$ cat config.mk
export PLATFORM = sky130hd
export DESIGN_NAME = trap_ctrl
export DESIGN_NICKNAME = d
export VERILOG_FILES = /design/src/rtl/trap_pkg.sv /design/src/rtl/irq_sync.sv /design/src/rtl/trap_ctrl.sv
export SDC_FILE = /design/constraint.sdc
export NUM_CORES = 1
export LEC_CHECK = 0
export ABC_CLOCK_PERIOD_IN_PS = 3590
export CORE_AREA = 8 8 150 152
export CTS_CLUSTER_DIAMETER = 50
export DETAILED_ROUTE_END_ITERATION = 6
export DIE_AREA = 0 0 158 160
export SLEW_MARGIN = 30
export SYNTH_ARGS = -nofsm -noshare
export SYNTH_HDL_FRONTEND = slang
export SYNTH_HIERARCHICAL = 1
export SYNTH_SLANG_ARGS = --single-unit
$ cat constraint.sdc
create_clock -name CLK -period 3.59 [get_ports CLK]
set_input_delay 0.718 -clock CLK [delete_from_list [all_inputs] [get_ports CLK]]
set_output_delay 0.718 -clock CLK [all_outputs]
set_load 0.02 [all_outputs]
$ cat src/rtl/trap_pkg.sv
// Shared types and constants for the machine-mode trap initiator.
package trap_pkg;

  typedef enum logic [1:0] {
    ST_IDLE     = 2'd0,
    ST_REQ      = 2'd1,
    ST_WAIT_ACK = 2'd2,
    ST_FLUSH    = 2'd3
  } trap_state_t;

  // mcause interrupt codes for the three machine interrupt sources
  localparam int unsigned IRQ_MSI = 3;
  localparam int unsigned IRQ_MTI = 7;
  localparam int unsigned IRQ_MEI = 11;

  localparam logic [1:0] PRIV_M = 2'b11;

  // Position of the interrupt flag in CAUSE for a given register width
  function automatic int unsigned cause_irq_bit(input int unsigned xlen);
    return xlen - 1;
  endfunction

endpackage

$ cat src/rtl/irq_sync.sv
// Multi-flop synchroniser for a single asynchronous level input.
module irq_sync
  import trap_pkg::*;
#(
  parameter int unsigned STAGES = 2
) (
  input  logic CLK,
  input  logic RESET_N,
  input  logic irq_in,
  output logic irq_out
);

  logic [STAGES-1:0] sync_ff;

  // Shift the raw level through the chain; the last stage is the safe copy
  always_ff @(posedge CLK or negedge RESET_N) begin
    if (!RESET_N) begin
      sync_ff <= '0;
    end else begin
      sync_ff[0] <= irq_in;
      for (int i = 1; i < int'(STAGES); i++) begin
        sync_ff[i] <= sync_ff[i-1];
      end
    end
  end

  assign irq_out = sync_ff[STAGES-1];

endmodule

$ cat src/rtl/trap_ctrl.sv
// Trap initiator: picks the highest-priority exception or enabled interrupt,
// issues a one-cycle context-switch request to the CSR file, stalls until the
// acknowledge and then flushes the pipeline.
//
// state    | meaning
// ---------+-------------------------------------------------------------
// IDLE     | no trap in progress; sample exceptions / interrupts
// REQ      | CS pulse with CAUSE / TRAP_PC; pipeline stalled
// WAIT_ACK | stalled, waiting for CS_ACK; give up after ACK_TIMEOUT
// FLUSH    | one-cycle flush of in-flight instructions, then IDLE
module trap_ctrl
  import trap_pkg::*;
#(
  parameter int unsigned XLEN        = 64,
  parameter int unsigned ACK_TIMEOUT = 15,
  parameter int unsigned SYNC_STAGES = 2
) (
  input  logic            CLK,
  input  logic            RESET_N,
  input  logic            EXC_VALID,
  input  logic [4:0]      EXC_CODE,
  input  logic [XLEN-1:0] EXC_PC,
  input  logic [XLEN-1:0] NPC,
  input  logic            IRQ_EXT,
  input  logic            IRQ_TIMER,
  input  logic            IRQ_SW,
  input  logic            MSTATUS_MIE,
  input  logic [XLEN-1:0] MIE,
  input  logic [1:0]      PRIVILEGE,
  input  logic            RET_VALID,
  output logic            CS,
  output logic [XLEN-1:0] CAUSE,
  output logic [XLEN-1:0] TRAP_PC,
  input  logic            CS_ACK,
  output logic            STALL,
  output logic            FLUSH,
  output logic [XLEN-1:0] MIP,
  output logic            TRAP_ERR
);

  localparam int unsigned IRQ_BIT = cause_irq_bit(XLEN);
  localparam logic [7:0]  ACK_TC  = 8'(ACK_TIMEOUT);

  trap_state_t     state_q, state_d;
  logic [7:0]      ack_cnt_q, ack_cnt_d;
  logic            meip, mtip_q, msip_q;
  logic            gie, irq_any, capture, set_err;
  logic [XLEN-1:0] irq_cause, cause_q, trap_pc_q;
  logic            trap_err_q;
  logic            cs_o, stall_o, flush_o;

  // Only bits 3/7/11 of MIE matter; the rest are deliberately ignored
  logic unused_mie;
  assign unused_mie = ^MIE;

  irq_sync #(.STAGES(SYNC_STAGES)) u_ext_sync (
    .CLK     (CLK),
    .RESET_N (RESET_N),
    .irq_in  (IRQ_EXT),
    .irq_out (meip)
  );

  // Timer and software sources are already on CLK; one register stage each
  always_ff @(posedge CLK or negedge RESET_N) begin
    if (!RESET_N) begin
      mtip_q <= 1'b0;
      msip_q <= 1'b0;
    end else begin
      mtip_q <= IRQ_TIMER;
      msip_q <= IRQ_SW;
    end
  end

  // Pending view for the CSR file; pure level, nothing is latched here
  always_comb begin
    MIP          = '0;
    MIP[IRQ_MEI] = meip;
    MIP[IRQ_MTI] = mtip_q;
    MIP[IRQ_MSI] = msip_q;
  end

  // Enabled interrupt selection, MEI > MSI > MTI
  always_comb begin
    gie                = (PRIVILEGE != PRIV_M) | MSTATUS_MIE;
    irq_any            = 1'b0;
    irq_cause          = '0;
    irq_cause[IRQ_BIT] = 1'b1;
    if (gie) begin
      if (meip & MIE[IRQ_MEI]) begin
        irq_any         = 1'b1;
        irq_cause[3:0]  = 4'(IRQ_MEI);
      end else if (msip_q & MIE[IRQ_MSI]) begin
        irq_any         = 1'b1;
        irq_cause[3:0]  = 4'(IRQ_MSI);
      end else if (mtip_q & MIE[IRQ_MTI]) begin
        irq_any         = 1'b1;
        irq_cause[3:0]  = 4'(IRQ_MTI);
      end
    end
  end

  // State and acknowledge-timeout counter
  always_ff @(posedge CLK or negedge RESET_N) begin
    if (!RESET_N) begin
      state_q   <= ST_IDLE;
      ack_cnt_q <= '0;
    end else begin
      state_q   <= state_d;
      ack_cnt_q <= ack_cnt_d;
    end
  end

  // Next state and Moore outputs; exceptions win over interrupts
  always_comb begin
    state_d   = state_q;
    ack_cnt_d = ack_cnt_q;
    capture   = 1'b0;
    set_err   = 1'b0;
    cs_o      = 1'b0;
    stall_o   = 1'b0;
    flush_o   = 1'b0;
    case (state_q)
      ST_IDLE: begin
        if (EXC_VALID || (irq_any && !RET_VALID)) begin
          capture = 1'b1;
          state_d = ST_REQ;
        end
      end
      ST_REQ: begin
        cs_o      = 1'b1;
        stall_o   = 1'b1;
        ack_cnt_d = '0;
        state_d   = ST_WAIT_ACK;
      end
      ST_WAIT_ACK: begin
        stall_o = 1'b1;
        if (CS_ACK) begin
          state_d = ST_FLUSH;
        end else begin
          ack_cnt_d = ack_cnt_q + 8'd1;
          if (ack_cnt_q + 8'd1 == ACK_TC) begin
            set_err = 1'b1;
            state_d = ST_IDLE;
          end
        end
      end
      ST_FLUSH: begin
        stall_o = 1'b1;
        flush_o = 1'b1;
        state_d = ST_IDLE;
      end
      default: state_d = ST_IDLE;
    endcase
  end

  // Trap context is captured only when leaving IDLE and held until the next trap
  always_ff @(posedge CLK or negedge RESET_N) begin
    if (!RESET_N) begin
      cause_q   <= '0;
      trap_pc_q <= '0;
    end else if (capture) begin
      if (EXC_VALID) begin
        cause_q   <= {{(XLEN-5){1'b0}}, EXC_CODE};
        trap_pc_q <= EXC_PC;
      end else begin
        cause_q   <= irq_cause;
        trap_pc_q <= NPC;
      end
    end
  end

  // Sticky acknowledge-timeout flag, cleared only by reset
  always_ff @(posedge CLK or negedge RESET_N) begin
    if (!RESET_N) begin
      trap_err_q <= 1'b0;
    end else if (set_err) begin
      trap_err_q <= 1'b1;
    end
  end

  assign CS       = cs_o;
  assign STALL    = stall_o;
  assign FLUSH    = flush_o;
  assign CAUSE    = cause_q;
  assign TRAP_PC  = trap_pc_q;
  assign TRAP_ERR = trap_err_q;

endmodule
==> metrics.md, run 1 <==
| Metric | Value |
|---|---|
| Setup violations, final | `0` |
| Final hold vios | `0` |
| Hpwl dp | `11740 um` |
| Worst Setup Start Kind | `primary input` |
| Residual DRC | `0` |
| Max_cap viols | `0` |
| Pin count of the biggest net entering global routing | `77` |
| Clock root cell | `clkbuf_16` |
| Post-Synthesis Cells | `501` |
| Clock Tree Buf Depth | `2` |
| Setup tns final | `0 ns` |
| Io pins | `404` |
| Hold/Removal Path Class | `in -> async` |
| Outcome | `finished, final reports clean` |
| Largest family of logic cells by synthesized area | `buffers and inverters` |
| Drt first pass iters | `4` |
| Cells after DPL | `972` |
| Fin util | `0.3570` |
| Post-DRT Antenna Nets | `0` |
| Crit path from | `PRIVILEGE[1]` |
| Post-synth cell types | `38` |
| Clk_skew | `0.007763 ns` |
| # clock sinks | `85` |
| Synth Area in Compound Gates | `0.1091` |
| Critical path buffers and inverters | `2` |
| Routed met3 length | `1799 um` |
| Clock power frac | `0.181` |
| Worst Path Max Fanout | `76` |
| Mux share of post-synthesis cell area | `0.1327` |
| Worst Path Required | `around 3.8 ns` |
| Sw Share | `0.4004` |
| H-tree levels | `3` |
| Post-route clock period utilization | `0.7132` |
| TritonCTS clock tree | `done` |
| Worst-path cell chain | `clkdlybuf4s50_1, nor4bb_1, a2111oi_4, buf_4, nor2_1, a21oi_1` |
| Hold Worst Slack | `0.2861 ns` |
| Initial Util | `0.2409` |
| Yosys Warn Count | `6` |
| Worst-Margin Slew | `0.8884 ns` |
| Final WL | `14720 um` |
| Mean Syn Cell Area | `a little under 10 um^2` |
| Vias/cell | `3.828` |
| Slowest stage delay, CP | `0.77 ns` |
| Worst slew margin | `0.3997` |
| Die Y-Extent | `160 um` |
| RSZ-0062 raised after global routing | `no` |
| Skew-Pair Late Insertion Delay | `~0.34 ns` |
| Sequential area share after synthesis | `0.4405` |
| Synth Area in Simple Gates | `0.08966` |
| Ant. Diodes | `0` |
| Vias in the first global route | `a little under 4000` |
| Met2 wire length | `~7300 um` |
| Die X | `158 um` |
| Worst setup EP type | `register` |
| Placed inst area | `6864 um^2` |
| Crit Path Class | `in -> reg` |
| Synth Area in XOR/XNOR | `0.009070` |
| Placer Congestion | `0.7461` |
| Slowest CP cell | `nor4bb_1` |
| Fmax | `390.6 MHz` |
| CP delay by family, top | `simple AND/OR/NAND/NOR gates` |
| Std-Cell Rows | `52` |
| CORE AREA | `20040 um^2` |
| Vias | `3782` |
| Layout area overhead | `48.15%` |
| RR Startpoint | `state_q[0]$_DFFE_PN0P_` |
| Drt first-iter violations | `248` |
| Synth Area in Adders | `0.005183` |
| TritonCTS Buffers | `9` |
| Clock-pin slew on the worst setup and hold paths | `~0.07 ns` |
| Uppermost layer routed | `met5` |
| Pint | `0.002989 W` |
| FF+latch count, synth | `85` |
| Net switching power figure | `0.001996 W` |
| First-pass GRT wire length | `22020 um` |
| Final-stage net count | `923` |
| DIE AREA | `25280 um^2` |
| WL per Instance | `14.89 um` |
| Met1 Wirelength | `between 5000 and 6000 um` |
| Pleak | `3.153 nW` |
| Port Buffers | `around 220` |
| Setup Buffers After CTS | `0` |
| Resized cells post-CTS | `0` |
| Share of post-route cells with drive strength above 1 | `0.03621` |
| Maximum VDD drop | `between 300 and 400 uV` |
| PwrDens | `697.0 nW/um^2` |
| CTS Hold Bufs | `0` |
| Minimum clock period | `2.560 ns` |
| Initial antenna violation count | `1` |
| Fin. max-slew vios | `0` |
| Layout Cells excl Fill | `988` |
| Final non-filler cell area | `7153 um^2` |
| Logic gate share of total power | `0.498` |
| Arr. time, crit path | `2.75 ns` |
| Grt total ovfl | `0` |
| Register share of total power | `0.321` |
| Tot GR Track Use | `0.1120` |
| Post-synthesis cell area | `4828 um^2` |
[state kept, by name, summed over array words and instances, names as in the netlist]
| signal | flops |
|---|---|
| mtip_q | 1 |
| TRAP_ERR | 1 |
| msip_q | 1 |
| state_q | 2 |
| ack_cnt_q | 8 |
| u_ext_sync/sync_ff | 2 |
| TRAP_PC | 64 |
| CAUSE | 6 |
[synthesized netlist by cell type]
library cell / count / share of area
buf_2: 6 / 0.0062
a31oi_1: 1 / 0.0013
inv_2: 2 / 0.0016
o21ai_1: 10 / 0.010
nand2_1: 9 / 0.0070
nand3_1: 5 / 0.0052
and3b_1: 1 / 0.0018
o21a_1: 1 / 0.0016
mux2i_1: 64 / 0.13
conb_1: 1 / 0.00078
or3b_1: 1 / 0.0018
a22oi_1: 1 / 0.0016
nor2_1: 72 / 0.056
and2_1: 2 / 0.0026
buf_4: 122 / 0.19
xnor2_1: 5 / 0.0091
o31ai_1: 1 / 0.0016
a41o_1: 1 / 0.0021
ha_1: 2 / 0.0052
nor3b_1: 1 / 0.0016
clkbuf_1: 17 / 0.013
nor4_1: 1 / 0.0013
inv_1: 3 / 0.0023
nor4bb_1: 1 / 0.0021
o21ba_1: 1 / 0.0021
nor2b_1: 1 / 0.0013
nor4b_1: 1 / 0.0018
dfrtp_1: 85 / 0.44
a21oi_1: 70 / 0.073
nand2b_1: 2 / 0.0026
a2111oi_0: 1 / 0.0018
nor3_1: 2 / 0.0021
a41oi_1: 1 / 0.0018
o41ai_1: 1 / 0.0018
and3_1: 2 / 0.0026
o22ai_1: 1 / 0.0013
o22a_1: 2 / 0.0036
a2111oi_4: 1 / 0.0057
[routing by layer]
metal | vias up | global-route usage
met5 | - | 0
met4 | 2 | 0.03988
met3 | 12 | 0.04076
met2 | 185 | 0.1949
met1 | 1704 | 0.1224
li1 | 1879 | -
[power by group through the flow]
stage | Sequential [W] | Combinational [W] | Clock [W]
final | 0.00160 | 0.00248 | 0.000901
after global routing | 0.00167 | 0.00271 | 0.000991
after global placement | 0.00160 | 0.00251 | 0
after detailed placement | 0.00162 | 0.00252 | 0
after floorplan | 0.00209 | 0.000936 | 0
after CTS | 0.00161 | 0.00253 | 0.000960
[placed cells by master, fill, tap and decap left out, drive strengths merged]
master         instances
clkdlybuf4s50        221
conb                 119
dfrtp                 85
nor2                  72
a21oi                 70
mux2i                 64
o21ai                 10
clkbuf                10
nand2                  9
buf                    7
inv                    7
nand3                  5
xnor2                  5
nand2b                 2
and2                   2
and3                   2
nor3                   2
o22a                   2
ha                     2
clkinvlp               2
a2111oi                2
clkinv                 2
a22oi                  1
nor4bb                 1
nor2b                  1
or3b                   1
nor3b                  1
a31oi                  1
o41ai                  1
o31ai                  1
and3b                  1
nor4b                  1
o21a                   1
nor4                   1
a41o                   1
o21ba                  1
o22ai                  1
a41oi                  1
[cell families after synthesis]
family | after synthesis
other | 1
multiplexers | 64
flip-flops | 85
adder cells (fa/ha/maj) | 2
buffers and inverters | 150
XOR/XNOR | 5
AND/OR/NAND/NOR | 101
AO/OA/AOI/OAI | 93
[per-stage QoR]
| step | worst slack, ns | total power [W] |
|---|---|---|
| floorplan | 1.479 | 0.003022 |
| global placement | 0.7564 | 0.004113 |
| detailed placement | 0.7054 | 0.004142 |
| CTS | 1.086 | 0.005097 |
| global route | 0.9068 | 0.005365 |
| finish | 1.030 | 0.004986 |
[worst paths after layout]
path | endpoint | slack, ns | cells past startpoint
min | CAUSE[4]$_DFFE_PN0P_ | 0.29 | 1
max | TRAP_PC[18]$_DFFE_PN0P_ | 1.03 | 6
max in group asynchronous | TRAP_PC[63]$_DFFE_PN0P_ | 2.55 | 2
min reg2reg | u_ext_sync/sync_ff[1]$_DFF_PN0_ | 0.35 | 0
min in group CLK | u_ext_sync/sync_ff[1]$_DFF_PN0_ | 0.35 | 0
max reg2reg | TRAP_PC[18]$_DFFE_PN0P_ | 1.58 | 6
[cell type report]
| class | instances | area [um^2] |
|---|---|---|
| Clock buffer | 10 | 239.0 |
| Clock inverter | 6 | 46.29 |
| Fill cell | 2035 | 12890 |
| Inverter | 5 | 18.77 |
| Multi-Input combinational cell | 384 | 2116 |
| Sequential cell | 85 | 2127 |
| Tap cell | 270 | 337.8 |
| Timing Repair Buffer | 228 | 2268 |
(Power assumes the default switching activity.)
==> run 2: changes to the inputs <==
--- a/config.mk
+++ b/config.mk
@@ -5,7 +5,7 @@
 export SDC_FILE = /design/constraint.sdc
 export NUM_CORES = 1
 export LEC_CHECK = 0
-export ABC_CLOCK_PERIOD_IN_PS = 3590
+export ABC_CLOCK_PERIOD_IN_PS = 2550
 export CORE_AREA = 8 8 150 152
 export CTS_CLUSTER_DIAMETER = 50
 export DETAILED_ROUTE_END_ITERATION = 6
==> constraint.sdc (replaced) <==
create_clock -name CLK -period 2.55 [get_ports CLK]
set_input_delay 0.51 -clock CLK [delete_from_list [all_inputs] [get_ports CLK]]
set_output_delay 0.51 -clock CLK [all_outputs]
set_load 0.02 [all_outputs]
==> metrics.md, run 2 (synthesis results as in run 1) <==
| Metric | Value |
|---|---|
| Outcome | `finished, final reports clean` |
| Commonest non-fill, non-tap cell in the layout | `clkdlybuf4s50_1` |
| Resized cells post-CTS | `0` |
| Clock Tree Buf Depth | `2` |
| TritonCTS clock tree | `done` |
| Final WL | `approximately 15000 um` |
| Max_cap viols | `0` |
| Port Buffers | `approximately 220` |
| Setup tns final | `0 ns` |
| Post-DRT Antenna Nets | `0` |
| Final-stage net count | `926` |
| Drt first pass iters | `4` |
| TritonCTS Buffers | `9` |
| Commonest non-fill, non-tap cells in the layout | `221 x clkdlybuf4s50_1, 119 x conb_1, 85 x dfrtp_1` |
| Slowest CP cell | `clkdlybuf4s50_1` |
| Worst setup EP type | `output port` |
| Layout Cells excl Fill | `around 990` |
| Minimum clock period | `around 2.3 ns` |
| Crit Path Class | `reg -> out` |
| Residual DRC | `0` |
| Initial Util | `0.2409` |
| FF-to-FF End | `TRAP_PC[59]$_DFFE_PN0P_` |
| Clk_skew | `about 0.009 ns` |
| Setup violations, final | `0` |
| Ant. Diodes | `0` |
| DIE AREA | `25280 um^2` |
| Std-Cell Rows | `52` |
| Arr. time, crit path | `1.74 ns` |
| Final hold vios | `0` |
| Hold/Removal Path Class | `in -> async` |
| Cells after DPL | `between 900 and 1000` |
| Setup Buffers After CTS | `0` |
| Worst-path cell chain | `nand2b_1, inv_2, clkdlybuf4s50_1` |
| Grt total ovfl | `0` |
| Pleak | `3.193 nW` |
| Post-route clock period utilization | `0.8836` |
| R2R cell count | `6` |
| Initial antenna violation count | `0` |
| Reg-to-reg setup timing slack | `0.76 ns` |
| PwrDens | `approximately 1000 nW/um^2` |
| RSZ-0062 raised after global routing | `no` |
| Fmax | `443.8 MHz` |
| Hpwl dp | `11920 um` |
| Worst Path Max Fanout | `8` |
| Placed inst area | `6924 um^2` |
| Tot GR Track Use | `0.1126` |
| WL per Instance | `about 15 um` |
| Vias in the first global route | `3908` |
| Largest register FFs | `64` |
| Vias/cell | `3.851` |
| RR Startpoint | `state_q[0]$_DFFE_PN0P_` |
| Worst slew margin | `0.5658` |
| First-pass GRT wire length | `22200 um` |
| Clock-pin slew on the worst setup and hold paths | `0.07 ns` |
| Skew-Pair Late Insertion Delay | `~0.34 ns` |
| H-tree levels | `3` |
| Clock root cell | `clkbuf_16` |
| Worst Path Required | `2.04 ns` |
| Placer Congestion | `0.7450` |
| Worst-Margin Slew | `0.6513 ns` |
| Pin count of the biggest net entering global routing | `between 60 and 70` |
| CTS Hold Bufs | `0` |
| Share of post-route cells with drive strength above 1 | `0.03745` |
| Maximum VDD drop | `357.1 uV` |
| Io pins | `404` |
| CORE AREA | `20040 um^2` |
| Fin. max-slew vios | `0` |
| Drt first-iter violations | `162` |
| Worst Setup Start Kind | `register` |
| Layout area overhead | `49.99%` |
| Die Y-Extent | `160 um` |
| Die X | `158 um` |
| # clock sinks | `85` |
| Slowest stage delay, CP | `between 0.6 and 0.7 ns` |
| Vias | `3816` |
| Final non-filler cell area | `7242 um^2` |
[run 2: power by group]
part	leakage (nW)	total [W]	internal [W]	switching, W
clock	0.150	0.00143	0.000863	0.000570
sequential	0.966	0.00226	0.00193	0.000325
combinational	2.08	0.00354	0.00162	0.00192
total	3.19	0.00723	0.00442	0.00282
[run 2: stage by stage]
step                      hold WS, ns  power [W]  utilization  worst slack [ns]
after floorplan                0.2144   0.004254            -            0.6467
after global placement         0.3331   0.005842       0.3455            0.2120
after detailed placement       0.3362   0.005887       0.3455            0.1572
after CTS                      0.1967   0.007382       0.3614            0.2805
after global routing           0.2182   0.007749       0.3614            0.2110
final                          0.1734   0.007234       0.3614            0.2968
[run 2: worst max-delay path by stage]
stage / depth (start not counted) / end / slack [ns] / startpoint
2_1_floorplan: 6 / CAUSE[2]$_DFFE_PN0P_ / 0.65 / EXC_VALID
3_3_place_gp: 7 / TRAP_PC[0]$_DFFE_PN0P_ / 0.21 / PRIVILEGE[1]
3_5_place_dp: 7 / TRAP_PC[59]$_DFFE_PN0P_ / 0.16 / PRIVILEGE[1]
4_1_cts: 3 / CS / 0.28 / state_q[1]$_DFFE_PN0P_
5_1_grt: 3 / STALL / 0.21 / state_q[0]$_DFFE_PN0P_
6_report: 3 / CS / 0.30 / state_q[1]$_DFFE_PN0P_
[run 2: per-layer routing]
| metal | GRT usage | up-vias | wire length, um |
|---|---|---|---|
| met5 | 0 | - | 0 |
| met4 | 0.04031 | 0 | 225 |
| met3 | 0.04507 | 14 | 1855 |
| met2 | 0.1977 | 194 | 7323 |
| met1 | 0.1189 | 1724 | 5320 |
| li1 | - | 1884 | - |
[run 2: area by class of cell]
class	instances	area, um^2
tap	270	337.8
timing repair buffer	231	2325
clock buffer	11	232.7
sequential	85	2127
clock inverter	5	85.08
fill	2052	12800
inverter	5	18.77
multi-input combinational	384	2116
[run 2: critical path: cells and delay by family (launching register included)]
family,cells,cell delay (ns)
and+or+nand+nor,1,0.23
DFF,1,0.46
buffers and inverters,2,0.71
==> run 3: changes to the inputs <==
--- a/config.mk
+++ b/config.mk
@@ -10,7 +10,7 @@
 export CTS_CLUSTER_DIAMETER = 50
 export DETAILED_ROUTE_END_ITERATION = 6
 export DIE_AREA = 0 0 158 160
-export SLEW_MARGIN = 30
+export SLEW_MARGIN = 10
 export SYNTH_ARGS = -nofsm -noshare
 export SYNTH_HDL_FRONTEND = slang
 export SYNTH_HIERARCHICAL = 1
==> results of run 3 <==
Final layout, timing and power as in run 2 (identical DEF).
